## src/rtl/riscv_instr_encoder_pkg.sv

```systemverilog
// Shared RV32I opcode package for the instruction encoder.
// Provides the opcode and instruction-format enums, the immediate range limits and pure
// bit-packing functions for each base instruction format.
package riscv_instr_encoder_pkg;

  typedef enum logic [6:0] {
    OpLoad    = 7'b0000011,
    OpMiscMem = 7'b0001111,
    OpOpImm   = 7'b0010011,
    OpAuipc   = 7'b0010111,
    OpStore   = 7'b0100011,
    OpOp      = 7'b0110011,
    OpLui     = 7'b0110111,
    OpBranch  = 7'b1100011,
    OpJalr    = 7'b1100111,
    OpJal     = 7'b1101111,
    OpSystem  = 7'b1110011
  } riscv_opcode_t;

  typedef enum logic [2:0] {FmtR, FmtI, FmtS, FmtB, FmtU, FmtJ} riscv_instr_fmt_t;

  localparam int IMM12_MIN = -2048;
  localparam int IMM12_MAX = 2047;
  localparam int BIMM_MIN  = -4096;
  localparam int BIMM_MAX  = 4094;
  localparam int JIMM_MIN  = -1048576;
  localparam int JIMM_MAX  = 1048574;

  function automatic logic [31:0] pack_r(input logic [6:0] f7, input logic [4:0] rs2,
                                         input logic [4:0] rs1, input logic [2:0] f3,
                                         input logic [4:0] rd, input logic [6:0] op);
    return {f7, rs2, rs1, f3, rd, op};
  endfunction

  function automatic logic [31:0] pack_i(input logic [11:0] imm, input logic [4:0] rs1,
                                         input logic [2:0] f3, input logic [4:0] rd,
                                         input logic [6:0] op);
    return {imm, rs1, f3, rd, op};
  endfunction

  function automatic logic [31:0] pack_s(input logic [11:0] imm, input logic [4:0] rs2,
                                         input logic [4:0] rs1, input logic [2:0] f3,
                                         input logic [6:0] op);
    return {imm[11:5], rs2, rs1, f3, imm[4:0], op};
  endfunction

  // imm is the byte offset with bit 0 already dropped.
  function automatic logic [31:0] pack_b(input logic [12:1] imm, input logic [4:0] rs2,
                                         input logic [4:0] rs1, input logic [2:0] f3,
                                         input logic [6:0] op);
    return {imm[12], imm[10:5], rs2, rs1, f3, imm[4:1], imm[11], op};
  endfunction

  function automatic logic [31:0] pack_u(input logic [19:0] imm_hi, input logic [4:0] rd,
                                         input logic [6:0] op);
    return {imm_hi, rd, op};
  endfunction

  function automatic logic [31:0] pack_j(input logic [20:1] imm, input logic [4:0] rd,
                                         input logic [6:0] op);
    return {imm[20], imm[10:1], imm[11], imm[19:12], rd, op};
  endfunction

endpackage

```

## src/rtl/riscv_instr_encoder_if.sv

```systemverilog
// Request and memory-write bus of the instruction encoder.
//   req_*  : decoded instruction fields with valid/ready handshake
//   mem_*  : instruction-memory write port (we/ready handshake)
// slave modport is the encoder's view, master is the driver/memory side.
interface riscv_instr_encoder_if #(
  parameter int unsigned ADDR_W = 32
);
  logic              req_valid;
  logic              req_ready;
  logic [6:0]        req_opcode;
  logic [4:0]        req_rd;
  logic [4:0]        req_rs1;
  logic [4:0]        req_rs2;
  logic [2:0]        req_funct3;
  logic [6:0]        req_funct7;
  logic [31:0]       req_imm;
  logic              mem_we;
  logic [ADDR_W-1:0] mem_addr;
  logic [31:0]       mem_wdata;
  logic              mem_ready;

  modport slave (
    input  req_valid, req_opcode, req_rd, req_rs1, req_rs2, req_funct3, req_funct7, req_imm,
    output req_ready,
    output mem_we, mem_addr, mem_wdata,
    input  mem_ready
  );

  modport master (
    output req_valid, req_opcode, req_rd, req_rs1, req_rs2, req_funct3, req_funct7, req_imm,
    input  req_ready,
    input  mem_we, mem_addr, mem_wdata,
    output mem_ready
  );
endinterface

```

## src/rtl/riscv_instr_pack.sv

```systemverilog
// Combinational RV32I field packer and legality checker.
// Ports: opcode/rd/rs1/rs2/funct3/funct7/imm fields in; packed word_o and illegal_o out.
module riscv_instr_pack
  import riscv_instr_encoder_pkg::*;
(
  input  logic [6:0]  opcode_i,
  input  logic [4:0]  rd_i,
  input  logic [4:0]  rs1_i,
  input  logic [4:0]  rs2_i,
  input  logic [2:0]  funct3_i,
  input  logic [6:0]  funct7_i,
  input  logic [31:0] imm_i,
  output logic [31:0] word_o,
  output logic        illegal_o
);
  logic signed [31:0] imm_s;
  logic               in12, in_b, in_j, f7_alt, f7_zero;
  riscv_instr_fmt_t   fmt;
  logic [4:0]         rs2_sel;
  logic               legal;

  assign imm_s   = $signed(imm_i);
  assign in12    = (imm_s >= IMM12_MIN) && (imm_s <= IMM12_MAX);
  assign in_b    = (imm_s >= BIMM_MIN) && (imm_s <= BIMM_MAX) && !imm_i[0];
  assign in_j    = (imm_s >= JIMM_MIN) && (imm_s <= JIMM_MAX) && !imm_i[0];
  assign f7_zero = (funct7_i == 7'b0000000);
  assign f7_alt  = (funct7_i == 7'b0100000);

  always_comb begin
    fmt     = FmtI;
    rs2_sel = rs2_i;
    legal   = 1'b0;
    case (opcode_i)
      OpOp: begin
        fmt   = FmtR;
        legal = f7_zero || (f7_alt && (funct3_i == 3'b000 || funct3_i == 3'b101));
      end
      OpOpImm: begin
        if (funct3_i == 3'b001 || funct3_i == 3'b101) begin
          // Shifts reuse the R layout: shamt sits in the rs2 slot, funct7 above it.
          fmt     = FmtR;
          rs2_sel = imm_i[4:0];
          legal   = (imm_i[31:5] == '0) && (f7_zero || (f7_alt && funct3_i == 3'b101));
        end else begin
          legal = in12;
        end
      end
      OpLoad: legal = in12 && (funct3_i inside {3'b000, 3'b001, 3'b010, 3'b100, 3'b101});
      OpJalr, OpMiscMem: legal = in12 && (funct3_i == 3'b000);
      OpStore: begin
        fmt   = FmtS;
        legal = in12 && (funct3_i <= 3'b010);
      end
      OpBranch: begin
        fmt   = FmtB;
        legal = in_b && (funct3_i != 3'b010) && (funct3_i != 3'b011);
      end
      OpLui, OpAuipc: begin
        fmt   = FmtU;
        legal = (imm_i[11:0] == '0);
      end
      OpJal: begin
        fmt   = FmtJ;
        legal = in_j;
      end
      OpSystem: legal = (imm_i == 32'd0 || imm_i == 32'd1) && (rs1_i == '0) && (rd_i == '0) &&
                        (funct3_i == 3'b000);
      default: legal = 1'b0;
    endcase
  end

  always_comb begin
    case (fmt)
      FmtR:    word_o = pack_r(funct7_i, rs2_sel, rs1_i, funct3_i, rd_i, opcode_i);
      FmtS:    word_o = pack_s(imm_i[11:0], rs2_i, rs1_i, funct3_i, opcode_i);
      FmtB:    word_o = pack_b(imm_i[12:1], rs2_i, rs1_i, funct3_i, opcode_i);
      FmtU:    word_o = pack_u(imm_i[31:12], rd_i, opcode_i);
      FmtJ:    word_o = pack_j(imm_i[20:1], rd_i, opcode_i);
      default: word_o = pack_i(imm_i[11:0], rs1_i, funct3_i, rd_i, opcode_i);
    endcase
  end

  assign illegal_o = !legal;
endmodule

```

## src/rtl/riscv_instr_encoder.sv

```systemverilog
// RV32I instruction encoder / program streamer.
// Accepts decoded fields on bus.req_*, writes each legal encoded word to bus.mem_* at
// auto-incrementing word addresses; rejected requests pulse err_o and bump err_count_o.
// Ports: clk, rst_n (async active-low), start_i/base_addr_i open a session, stop_i closes it
// after draining (done_o pulse), busy_o high outside idle.
module riscv_instr_encoder
  import riscv_instr_encoder_pkg::*;
#(
  parameter int unsigned ADDR_W    = 32,
  parameter int unsigned ERR_CNT_W = 8
) (
  input  logic                  clk,
  input  logic                  rst_n,
  input  logic                  start_i,
  input  logic [ADDR_W-1:0]     base_addr_i,
  input  logic                  stop_i,
  riscv_instr_encoder_if.slave  bus,
  output logic                  err_o,
  output logic [ERR_CNT_W-1:0]  err_count_o,
  output logic                  done_o,
  output logic                  busy_o
);
  typedef enum logic [1:0] {StIdle, StRun, StDrain} state_e;

  state_e                state_q;
  logic [ADDR_W-1:0]     addr_q, mem_addr_q;
  logic [31:0]           mem_wdata_q;
  logic                  mem_we_q, err_q, done_q;
  logic [ERR_CNT_W-1:0]  err_cnt_q;
  logic [31:0]           word;
  logic                  illegal;
  logic                  out_free, req_fire;

  riscv_instr_pack u_pack (
    .opcode_i  (bus.req_opcode),
    .rd_i      (bus.req_rd),
    .rs1_i     (bus.req_rs1),
    .rs2_i     (bus.req_rs2),
    .funct3_i  (bus.req_funct3),
    .funct7_i  (bus.req_funct7),
    .imm_i     (bus.req_imm),
    .word_o    (word),
    .illegal_o (illegal)
  );

  // Output register is free if empty or being consumed this cycle.
  assign out_free      = !mem_we_q || bus.mem_ready;
  assign bus.req_ready = (state_q == StRun) && out_free;
  assign req_fire      = bus.req_valid && bus.req_ready;

  always_ff @(posedge clk or negedge rst_n) begin
    if (!rst_n) begin
      state_q     <= StIdle;
      addr_q      <= '0;
      mem_addr_q  <= '0;
      mem_wdata_q <= '0;
      mem_we_q    <= 1'b0;
      err_q       <= 1'b0;
      done_q      <= 1'b0;
      err_cnt_q   <= '0;
    end else begin
      err_q  <= 1'b0;
      done_q <= 1'b0;
      if (mem_we_q && bus.mem_ready) mem_we_q <= 1'b0;
      if (req_fire) begin
        if (illegal) begin
          err_q <= 1'b1;
          if (err_cnt_q != '1) err_cnt_q <= err_cnt_q + 1'b1;
        end else begin
          // addr_q tracks the next address to hand out, so it advances on acceptance;
          // every accepted legal request is written exactly once.
          mem_we_q    <= 1'b1;
          mem_addr_q  <= addr_q;
          mem_wdata_q <= word;
          addr_q      <= addr_q + ADDR_W'(4);
        end
      end
      case (state_q)
        StIdle: begin
          if (start_i) begin
            state_q   <= StRun;
            addr_q    <= base_addr_i & ~ADDR_W'(3);
            err_cnt_q <= '0;
          end
        end
        StRun: if (stop_i) state_q <= StDrain;
        StDrain: begin
          if (out_free) begin
            state_q <= StIdle;
            done_q  <= 1'b1;
          end
        end
        default: state_q <= StIdle;
      endcase
    end
  end

  assign bus.mem_we    = mem_we_q;
  assign bus.mem_addr  = mem_addr_q;
  assign bus.mem_wdata = mem_wdata_q;
  assign err_o         = err_q;
  assign err_count_o   = err_cnt_q;
  assign done_o        = done_q;
  assign busy_o        = (state_q != StIdle);
endmodule
```

## src/flat_wrapper.sv

```systemverilog
// flat-port wrapper written by rule: the top's interface ports become plain ports
module riscv_instr_encoder_flat import riscv_instr_encoder_pkg::*;
#(
  parameter int unsigned ADDR_W    = 32,
  parameter int unsigned ERR_CNT_W = 8
)
  (clk, rst_n, start_i, base_addr_i, stop_i, err_o, err_count_o, done_o, busy_o, bus_req_valid, bus_req_opcode, bus_req_rd, bus_req_rs1, bus_req_rs2, bus_req_funct3, bus_req_funct7, bus_req_imm, bus_req_ready, bus_mem_we, bus_mem_addr, bus_mem_wdata, bus_mem_ready);
  riscv_instr_encoder_if #(.ADDR_W(ADDR_W)) bus_i ();
  input  logic clk;
  input  logic rst_n;
  input  logic start_i;
  input  logic [ADDR_W-1:0] base_addr_i;
  input  logic stop_i;
  output logic err_o;
  output logic [ERR_CNT_W-1:0] err_count_o;
  output logic done_o;
  output logic busy_o;
  input wire logic [$bits(bus_i.req_valid)-1:0] bus_req_valid;
  input wire logic [$bits(bus_i.req_opcode)-1:0] bus_req_opcode;
  input wire logic [$bits(bus_i.req_rd)-1:0] bus_req_rd;
  input wire logic [$bits(bus_i.req_rs1)-1:0] bus_req_rs1;
  input wire logic [$bits(bus_i.req_rs2)-1:0] bus_req_rs2;
  input wire logic [$bits(bus_i.req_funct3)-1:0] bus_req_funct3;
  input wire logic [$bits(bus_i.req_funct7)-1:0] bus_req_funct7;
  input wire logic [$bits(bus_i.req_imm)-1:0] bus_req_imm;
  output wire logic [$bits(bus_i.req_ready)-1:0] bus_req_ready;
  output wire logic [$bits(bus_i.mem_we)-1:0] bus_mem_we;
  output wire logic [$bits(bus_i.mem_addr)-1:0] bus_mem_addr;
  output wire logic [$bits(bus_i.mem_wdata)-1:0] bus_mem_wdata;
  input wire logic [$bits(bus_i.mem_ready)-1:0] bus_mem_ready;
  assign bus_i.req_valid = bus_req_valid;
  assign bus_i.req_opcode = bus_req_opcode;
  assign bus_i.req_rd = bus_req_rd;
  assign bus_i.req_rs1 = bus_req_rs1;
  assign bus_i.req_rs2 = bus_req_rs2;
  assign bus_i.req_funct3 = bus_req_funct3;
  assign bus_i.req_funct7 = bus_req_funct7;
  assign bus_i.req_imm = bus_req_imm;
  assign bus_req_ready = bus_i.req_ready;
  assign bus_mem_we = bus_i.mem_we;
  assign bus_mem_addr = bus_i.mem_addr;
  assign bus_mem_wdata = bus_i.mem_wdata;
  assign bus_i.mem_ready = bus_mem_ready;
  riscv_instr_encoder #(.ADDR_W(ADDR_W), .ERR_CNT_W(ERR_CNT_W)) u_core (.clk(clk), .rst_n(rst_n), .start_i(start_i), .base_addr_i(base_addr_i), .stop_i(stop_i), .bus(bus_i), .err_o(err_o), .err_count_o(err_count_o), .done_o(done_o), .busy_o(busy_o));
endmodule
```

## config.mk

```make
export PLATFORM = sky130hd
export DESIGN_NAME = riscv_instr_encoder_flat
export DESIGN_NICKNAME = d
export VERILOG_FILES = /design/src/rtl/riscv_instr_encoder_pkg.sv /design/src/rtl/riscv_instr_encoder_if.sv /design/src/rtl/riscv_instr_pack.sv /design/src/rtl/riscv_instr_encoder.sv /design/src/flat_wrapper.sv
export SDC_FILE = /design/constraint.sdc
export NUM_CORES = 1
export LEC_CHECK = 0
export BUFFER_PORTS_ARGS = -buffer_cell sky130_fd_sc_hd__buf_4
export CAP_MARGIN = 20
export CORE_ASPECT_RATIO = 1.75
export CORE_UTILIZATION = 47
export CTS_CLUSTER_DIAMETER = 60
export DETAILED_ROUTE_END_ITERATION = 6
export PLACE_DENSITY = 0.88
export SKIP_LAST_GASP = 1
export SYNTH_ARGS = -nofsm -noshare
export SYNTH_HDL_FRONTEND = slang
export SYNTH_SLANG_ARGS = --single-unit
```

## constraint.sdc

```tcl
create_clock -name clk -period 2.1 [get_ports clk]
set_input_delay 0.42 -clock clk [delete_from_list [all_inputs] [get_ports clk]]
set_output_delay 0.42 -clock clk [all_outputs]
set_load 0.05 [all_outputs]
```

# Yosys cells after proc, flatten, opt, wreduce, memory -nomap -nowiden
# Index checks and enable logic that the tools add are counted.
[word_totals]
regBits = 109
elab_cells = 115
[op_classes]
add_sub_neg = 2
n_lt_le_gt_ge = 7
eq_ne = 29
n_mux = 27
n_reduce_logical = 42
[ops]
columns = ["cell", "count"]
rows = [
  ["$pmux W32 S5", 1],
  ["$mux W32", 4],
  ["$mux W8", 5],
  ["$add A32 B3 Y32 const B", 1],
  ["$eq A32 B1 Y1 const B", 1],
  ["$ge A32 B12 Y1 const B", 1],
  ["$ge A32 B13 Y1 const B", 1],
  ["$ge A32 B21 Y1 const B", 1],
  ["$le A32 B12 Y1 const B", 1],
  ["$le A32 B13 Y1 const B", 1],
  ["$le A32 B21 Y1 const B", 1],
  ["$logic_not A32 Y1", 1],
  ["$eq A7 B6 Y1 const B", 4],
  ["$eq A7 B7 Y1 const B", 4],
  ["$logic_not A27 Y1", 1],
  ["$logic_and A1 B1 Y1", 19],
  ["$pmux W3 S6", 1],
  ["$eq A7 B5 Y1 const B", 2],
  ["$eq A3 B3 Y1 const B", 4],
  ["$logic_not A12 Y1", 1],
  ["$logic_not A5 Y1", 2],
  ["$mux W5", 2],
  ["$eq A3 B2 Y1 const B", 3],
  ["$mux W1", 9],
  ["other kinds (24)", 36],
]

# Logic depth before layout (Yosys ltp)
# Gate-level depths: netlist of the first run.
[logic_depth]
depth_word = 10
mapped_depth = 13

# Modules after synthesis
# Synthesis of the first run repeated with hierarchy kept, for this count alone.
[hier_totals]
cells_unflattened = 572
area_unflattened_um2 = 5825.6
[by_module_without_submodules]
columns = ["mod", "n_inst", "cells_each", "area_per_inst_um2", "seq_area_each_um2"]
rows = [
  ["riscv_instr_encoder", 1, 401, 4664.5, 2627.5],
  ["riscv_instr_pack", 1, 171, 1161.1, 0.0],
]

# Worst setup path before layout of the first run
# Ideal clock, no wire load.
[synth_path]
path_kind = "reg-to-reg"
startpoint = "register u_core.mem_we_q (netlist: u_core.bus.mem_we)"
endpoint = "register u_core.err_cnt_q[1] (netlist: u_core.err_count_o[1])"
setup_time_ns = 0.120
arrival_time_ns = 3.450
setup_slack_ns = -1.470
path_stages_with_launch = 8
n_path_buf = 1
path_cell_list = "dfrtp_1 nor2b_1 nor3b_1 nand2_1 nor3_1 clkbuf_1 nand2_1 a31o_2"
[synth_via]
elab_chain_len = 7
[synth_lines]
columns = ["element", "line", "text"]
rows = [
  ["start, declared", "riscv_instr_encoder.sv:28", "logic mem_we_q, err_q, done_q;"],
  ["start signal, assigned", "riscv_instr_encoder.sv:57", "mem_we_q <= 1'b0;"],
  ["start signal, assigned", "riscv_instr_encoder.sv:64", "if (mem_we_q && bus.mem_ready) mem_we_q <= 1'b0;"],
  ["start signal, assigned", "riscv_instr_encoder.sv:72", "mem_we_q <= 1'b1;"],
  ["$logic_not A1 Y1 (*)", "riscv_instr_encoder.sv:47", "assign out_free = !mem_we_q || bus.mem_ready;"],
  ["$logic_or A1 B1 Y1 (*)", "riscv_instr_encoder.sv:47", ""],
  ["$logic_and A1 B1 Y1 (*)", "riscv_instr_encoder.sv:48", "assign bus.req_ready = (state_q == StRun) && out_free;"],
  ["via bus_req_ready", "flat_wrapper.sv:26", "output wire logic [$bits(bus_i.req_ready)-1:0] bus_req_ready;"],
  ["$logic_and A1 B1 Y1 (*)", "riscv_instr_encoder.sv:49", "assign req_fire = bus.req_valid && bus.req_ready;"],
  ["$mux W8 (*)", "riscv_instr_encoder.sv:65", "if (req_fire) begin"],
  ["$mux W8", "riscv_instr_encoder.sv:80", "if (start_i) begin"],
  ["$mux W8 (*)", "riscv_instr_encoder.sv:78", "case (state_q)"],
  ["end signal, assigned", "riscv_instr_encoder.sv:68", "if (err_cnt_q != '1) err_cnt_q <= err_cnt_q + 1'b1;"],
  ["end, declared", "riscv_instr_encoder.sv:29", "logic [ERR_CNT_W-1:0] err_cnt_q;"],
]
# The timed path passes the listed nets; every way through them passes the cells marked *.
# A chain may end at the register's enable or synchronous reset.

# Worst setup path after layout of the first run
[layout_path]
startpoint = "input bus_req_imm[3]"
endpoint = "register u_core.mem_wdata_q[19] (netlist: u_core.bus.mem_wdata[19])"
[layout_via]
elab_chain_len = 7
word_cells_on_any_way = 26
[layout_lines]
columns = ["element", "line", "text"]
rows = [
  ["start, declared", "flat_wrapper.sv:25", "input wire logic [$bits(bus_i.req_imm)-1:0] bus_req_imm;"],
  ["$ge A32 B13 Y1, or another cell as far along", "riscv_instr_pack.sv:24", "assign in_b = (imm_s >= BIMM_MIN) && (imm_s <= BIMM_MAX) && !imm_i[0];"],
  ["$logic_and A1 B1 Y1 or $logic_or A1 B1 Y1 (tied branches)", "riscv_instr_pack.sv:24, riscv_instr_pack.sv:66", ""],
  ["$logic_and A1 B1 Y1, on equally long branches", "riscv_instr_pack.sv:24, riscv_instr_pack.sv:66", ""],
  ["$logic_and A1 B1 Y1, on equally long branches (2 in series)", "riscv_instr_pack.sv:56, riscv_instr_pack.sv:66", ""],
  ["$pmux W1 S9 (*)", "riscv_instr_pack.sv:33", "case (opcode_i)"],
  ["$reduce_and A2 Y1 (no source line) (*)", "--", ""],
  ["end signal, assigned", "riscv_instr_encoder.sv:74", "mem_wdata_q <= word;"],
  ["end, declared", "riscv_instr_encoder.sv:27", "logic [31:0] mem_wdata_q;"],
]
# Every way passes the cells marked *; elsewhere a longest branch is shown, timed or not.

==> flow_summary.ini, run 1 <==
[setup_path]
reg2reg_to = u_core.addr_q[30]
crit_end = u_core.bus.mem_wdata[19]
r2r_start = u_core.addr_q[5]
startpoint = bus_req_imm[3]
worstSetupEndpointType = flip-flop
crit_buf_inv = 4
required_ns = 2.30
slowest_stage = or4_1
reg2reg_slack_ns = -0.45
start_kind = input pin
reg2reg_depth = 7
crit_path_cell_trace = buf_4, buf_4, or4_1, nor3_1, o21ai_1, and3_4, a21oi_4, buf_6, buf_12, nor2_1, a21oi_1
crit_type = input pin to flip-flop
crit_arrival_ns = 3.02
crit_cells = 11
crit_path_frequent_cell = buf_4
cp_top_family = simple AND/OR/NAND/NOR gates
path_max_fanout = 8
max_stage_delay_ns = 0.53

[power_and_ir_drop]
p_per_area_nw_per_um2 = 700
vdd_ir_drop_max_mv = 0.898
power_leakage_nw = 4.54

[timing]
worst_slew_margin_rel_pct = 61.8
max_freq_mhz = 354
tightestPinTransition_ns = 0.573
whs_ns = 0.232
final.setup.tns_ns = -52.74
period_share_pct = 134
finalMaxSlewViolations = 0
fin_ws_ns = -0.722
setup_viol_count_final = 102
fin_skew_ns = 0.00901
fin_crit_ns = 2.82
hold_violations = 0
rsz0062_at_grt = true

[synth]
syn-mean-instance-area_um2 = 9.88
synth-main-ff-cell = dfrtp_1
synth_cell_types = 65
synth_top_area_share_pct = 46.5
synth.area.top_cells = dfrtp_1 (47%), mux2_2 (7.0%), nor2_1 (3.5%)
synth.largest_area_cell = dfrtp_1
ys_async_sr_fraction_pct = 100
yosysMostFrequentCell = dfrtp_1
ys_ff_latch = 105
synth_area_um2 = 5650
synth_common_cells = dfrtp_1 (105), nor2_1 (53), nand2_1 (46)
synth_warnings = 0
netlist_instances = 572
synth-edff-count = 0
yosysSeqAreaShare_pct = 46.5

[detailed_routing]
vias = 7139
wl_mm = 28.9
routed_via_density = 6.92
drt_iter0_drc = 800
dr.pass1.iters = 7
drc = 27
postRouteAntennaNets = 0
wl_per_cell_um = 28.0

[grt]
grt_pass1_wl_mm = 38.7
track_usage_pct = 40.9
grt_pass1_vias = 7282
grt_max_degree = 70
overflow = 0
antenna_found_initial = 2

[final_layout]
drive_gt1_share_pct = 57.8
final_nets = 997
final_util_pct = 85.3
diodes = 0
final-instance-count-excl-fill = 1031
synthToLayoutAreaGrowth_pct = 75.8

[hold_path]
hold_class = input pin to flip-flop

[status]
violations = design-rule violations, negative setup slack
status = finished, violations left

[clocking]
cts_tree = done
path_clk_slew_ns = 0.08
cts_buffer_depth = 2
cts.sinks = 105
insertion_delay_ns = 0.37
numCtsBuffers = 9
htreeDepth = 3
cts_root_buf = clkbuf_16

[die]
dieArea_um2 = 12500
rows = 52
die_y_um = 147
start_util_pct = 48.5
io_pins = 179
coreArea_um2 = 11600
die_w_um = 84.9

[flow_run]
maxCapViolCount = 0

[placed_design]
gp_congestion = 0.907
dp.final_hpwl_mm = 15.2
port_buffers = 174
placed_cells = 968
post-place-ws_ns = -0.829
==> state kept, by name, indices dropped and copies added, names as in the netlist <==
| register | cells |
|---|---|
| u_core.bus.mem_wdata | 32 |
| u_core.addr_q | 30 |
| u_core.bus.mem_addr | 30 |
| u_core.err_count_o | 8 |
| u_core.state_q | 2 |
| u_core.bus.mem_we | 1 |
| u_core.done_o | 1 |
| u_core.err_o | 1 |
==> cell families after synthesis <==
kind of cell               count (synthesis)  synth area share, %
buffers and inverters                     39                 3.32
muxes                                     46                 9.01
AOI/OAI and AO/OA                        145                 17.4
DFF                                      105                 46.5
adders and majority gates                  3                0.665
xor gates and xnor gates                  20                 3.10
other                                      1               0.0664
and+or+nand+nor                          213                 19.9
==> timing repair <==
action                     4_1_cts  5_1_grt
setup endpoints to repair      102      102
hold endpoints to repair        12        0
cloned                           7        0
resized for setup              133       98
buffers inserted                29       21
pin swaps                       41       56
hold buffers                     1        0
==> metal layers <==
layer,global-route usage [%],part of all wire [%],up-vias
li1,-,-,2785
met1,40.4,31,3381
met2,72.8,50,690
met3,9.78,9.4,279
met4,30.8,9.8,4
met5,0,0.076,-
==> how the worst min path moves through the flow <==
stage | slack (ns) | start | end | depth (start not counted)
global placement | 0.28 | rst_n | u_core.bus.mem_wdata[24] | 1
floorplan | 0.12 | rst_n | u_core.addr_q[10] | 0
detailed placement | 0.29 | rst_n | u_core.bus.mem_wdata[23] | 1
global route | 0.22 | stop_i | u_core.state_q[0] | 2
CTS | 0.24 | stop_i | u_core.state_q[0] | 2
finish | 0.23 | stop_i | u_core.state_q[0] | 2
==> metrics by stage <==
| step | cell area (µm²) | total power (W) |
|---|---|---|
| 2_1_floorplan | 5960 | 0.00365 |
| 3_3_place_gp | 8140 | 0.00446 |
| 3_5_place_dp | 8140 | 0.00457 |
| 4_1_cts | 9420 | 0.00638 |
| 5_1_grt | 9930 | 0.00715 |
| 6_report | 9930 | 0.00696 |
==> placed cells by master (no fill, tap or decap), types with 8 or more instances in the layout <==
cell and instances:
buf_12 12, mux2_4 36, clkbuf_16 9, nand2_1 42
o21ai_1 17, a21oi_1 16, a222oi_1 10, xor2_1 12
o21ai_0 9, o2111ai_4 8, and3_1 10, dfrtp_1 104
nor2_1 39, buf_6 40, buf_4 277, a21oi_2 16
nand4_1 10, a22oi_1 8, nand3_1 11, nor2_4 8
a31oi_1 10
==> final cells by class <==
class	instances	area [µm²]
inverters	8	30.0
clock buffers	11	243
multi-input cells	429	3840
fillers	519	1710
well taps	135	169
repair buffers	339	2970
clock inverters	4	52.6
flip-flops and latches	105	2630
==> where the power goes <==
group          total (W)  internal, W  switching [W]  leakage, nW
clock            0.00180     0.000958       0.000843        0.146
sequential       0.00279      0.00233       0.000456         1.39
combinational    0.00237      0.00102        0.00135         3.01
total            0.00696      0.00431        0.00265         4.54
Note: power is estimated with default switching activity, not from simulation.
==> inputs of run 2 (changes only) <==
--- a/config.mk
+++ b/config.mk
@@ -15,4 +15,5 @@
 export SKIP_LAST_GASP = 1
 export SYNTH_ARGS = -nofsm -noshare
 export SYNTH_HDL_FRONTEND = slang
+export SYNTH_HIERARCHICAL = 1
 export SYNTH_SLANG_ARGS = --single-unit
==> run 2 against run 1 <==
- power down 4.0%
- die area up 3.1%
- register-to-register slack better by 0.24 ns
- final cell count about the same
- worst hold slack worse by 0.20 ns
- area after synthesis up 3.1%
- the flow finishes with violations (negative setup slack)
- combinational power down 15%
- first-iteration DRC count down 58%
==> flow_summary.ini, run 2 <==
[detailed_routing]
vias = 6087
drc = 0
postRouteAntennaNets = 0
dr.pass1.iters = 5
wl_mm = 21.1
routed_via_density = 5.91
drt_iter0_drc = 339
wl_per_cell_um = 20.5

[timing]
hold_violations = 0
tightestPinTransition_ns = 0.529
max_freq_mhz = 287
period_share_pct = 166
fin_ws_ns = -1.38
fin_skew_ns = 0.0119
final.setup.tns_ns = -99.76
rsz0062_at_grt = true
worst_slew_margin_rel_pct = 64.7
finalMaxSlewViolations = 0
fin_crit_ns = 3.48
setup_viol_count_final = 102

[synth]
synth.largest_area_cell = dfrtp_1
synth-main-ff-cell = dfrtp_1
synth_cell_types = 67
synth_warnings = 6
synth_common_cells = dfrtp_1 (105), mux2_2 (62), nand2_1 (61)
synth_area_um2 = 5830
synth.area.top_cells = dfrtp_1 (45%), mux2_2 (12%), nand2_1 (3.9%)
syn-mean-instance-area_um2 = 10.2
ys_ff_latch = 105
yosysSeqAreaShare_pct = 45.1
synth-edff-count = 0
netlist_instances = 572
synth_top_area_share_pct = 45.1
ys_async_sr_fraction_pct = 100
yosysMostFrequentCell = dfrtp_1

[hold_path]
hold_class = input pin to asynchronous set/reset pin

[grt]
antenna_found_initial = 0
grt_pass1_wl_mm = 31.7
overflow = 0
track_usage_pct = 32.3
grt_pass1_vias = 6473
grt_max_degree = 45

[clocking]
numCtsBuffers = 9
insertion_delay_ns = 0.35
cts_root_buf = clkbuf_16
cts.sinks = 105
cts_tree = done
cts_buffer_depth = 2
htreeDepth = 3
path_clk_slew_ns = 0.08

[setup_path]
reg2reg_to = u_core/addr_q[28]
max_stage_delay_ns = 0.54
r2r_start = u_core/addr_q[3]
crit_arrival_ns = 3.74
worstSetupEndpointType = flip-flop
crit_path_cell_trace = buf_6, or4b_4, or4_1, or3_4, a311oi_2, nor4_2, nand3b_1, or2_1, or4b_4, or3_1, a31oi_1
start_kind = input pin
crit_path_frequent_cell = or4b_4
path_max_fanout = 4
reg2reg_slack_ns = -0.21
crit_end = u_core/addr_q[28]
startpoint = bus_req_rs1[4]
required_ns = 2.36
slowest_stage = or4b_4
crit_type = input pin to flip-flop
reg2reg_depth = 6

[final_layout]
mostFrequentLayoutCell = buf_4
final_cell_mix = buf_4 (278), dfrtp_1 (105), mux2_4 (61), nand2_1 (59)
synthToLayoutAreaGrowth_pct = 61.1
final_nets = 965
diodes = 0
largest_reg_flops = 32
final_util_pct = 77.8
drive_gt1_share_pct = 51.4

[placed_design]
dp.final_hpwl_mm = 15.0
gp_congestion = 0.966
post-place-ws_ns = -1.67
port_buffers = 174

[die]
start_util_pct = 48.3
die_y_um = 149
dieArea_um2 = 12900
die_w_um = 86.2
coreArea_um2 = 12100
io_pins = 179
rows = 53

[power_and_ir_drop]
p_per_area_nw_per_um2 = 712
vdd_ir_drop_max_mv = 0.464
power_leakage_nw = 4.47

[status]
violations = negative setup slack
status = finished, violations left

[flow_run]
maxCapViolCount = 0
[run 2: what timing repair did]
item	CTS	global route
resized for setup	90	39
setup buffers	16	14
cloned	5	0
setup endpoints to repair	102	102
hold buffers	0	0
pin swaps	32	37
[run 2: report_power, final]
group	internal (W)	leakage, nW	switching [W]	total (W)
clock network	0.00108	0.168	0.000839	0.00192
logic	0.000890	2.90	0.00112	0.00201
registers	0.00233	1.40	0.000414	0.00275
total	0.00431	4.47	0.00237	0.00668
[run 2: logic make-up after synthesis]
kind of cell,count (synthesis),synth area share (%)
simple gates,229,22.2
flops,105,45.1
compound gates,87,10.4
mux,67,12.9
buf+inv,49,4.10
xor+xnor,31,4.66
fa+ha+maj,3,0.644
other cells,1,0.0644
[run 2: area by class of cell]
cell class	instances	area, µm²
clock buffer	9	225
clock inverter	7	121
fill	786	2680
inverter	11	41.3
multi-input combinational	419	3520
sequential	105	2630
tap	165	206
timing repair buffer	314	2650
[run 2: how the worst min path moves through the flow]
stage | startpoint | end | slack [ns] | cells after the start
global route | rst_n | u_core/bus.mem_wdata[14] | 0.06 | 1
detailed placement | rst_n | u_core/bus.mem_wdata[14] | 0.43 | 1
finish | rst_n | u_core/bus.mem_wdata[14] | 0.03 | 1
CTS | rst_n | u_core/bus.mem_wdata[14] | 0.05 | 1
global placement | rst_n | u_core/bus.mem_wdata[6] | 0.42 | 1
floorplan | rst_n | u_core/addr_q[10] | 0.12 | 0
[run 2: stage by stage]
stage                     hold WS, ns  cells  power (W)  area [µm²]
after floorplan                 0.124    573    0.00363        6070
after global placement          0.421    988    0.00447        8310
after detailed placement        0.432    988    0.00456        8310
after CTS                      0.0459   1025    0.00661        9310
after global routing           0.0647   1030    0.00697        9390
final                          0.0346   1030    0.00668        9390
[run 2: routing by layer]
metal  global-route usage (%)  vias to the layer above  share of wire, %
li1                         -                     2695                 -
met1                     31.2                     2966                33
met5                        0                        -                 0
met4                     18.8                        0               5.2
met2                     62.4                      334                56
met3                     5.09                       92               5.6
[run 2: critical path, delay by kind of cell]
kind | cells | cell delay, ns
and+or+nand+nor | 8 | 2.79
buffers and inverters | 1 | 0.09
AOI/OAI and AO/OA | 2 | 0.42
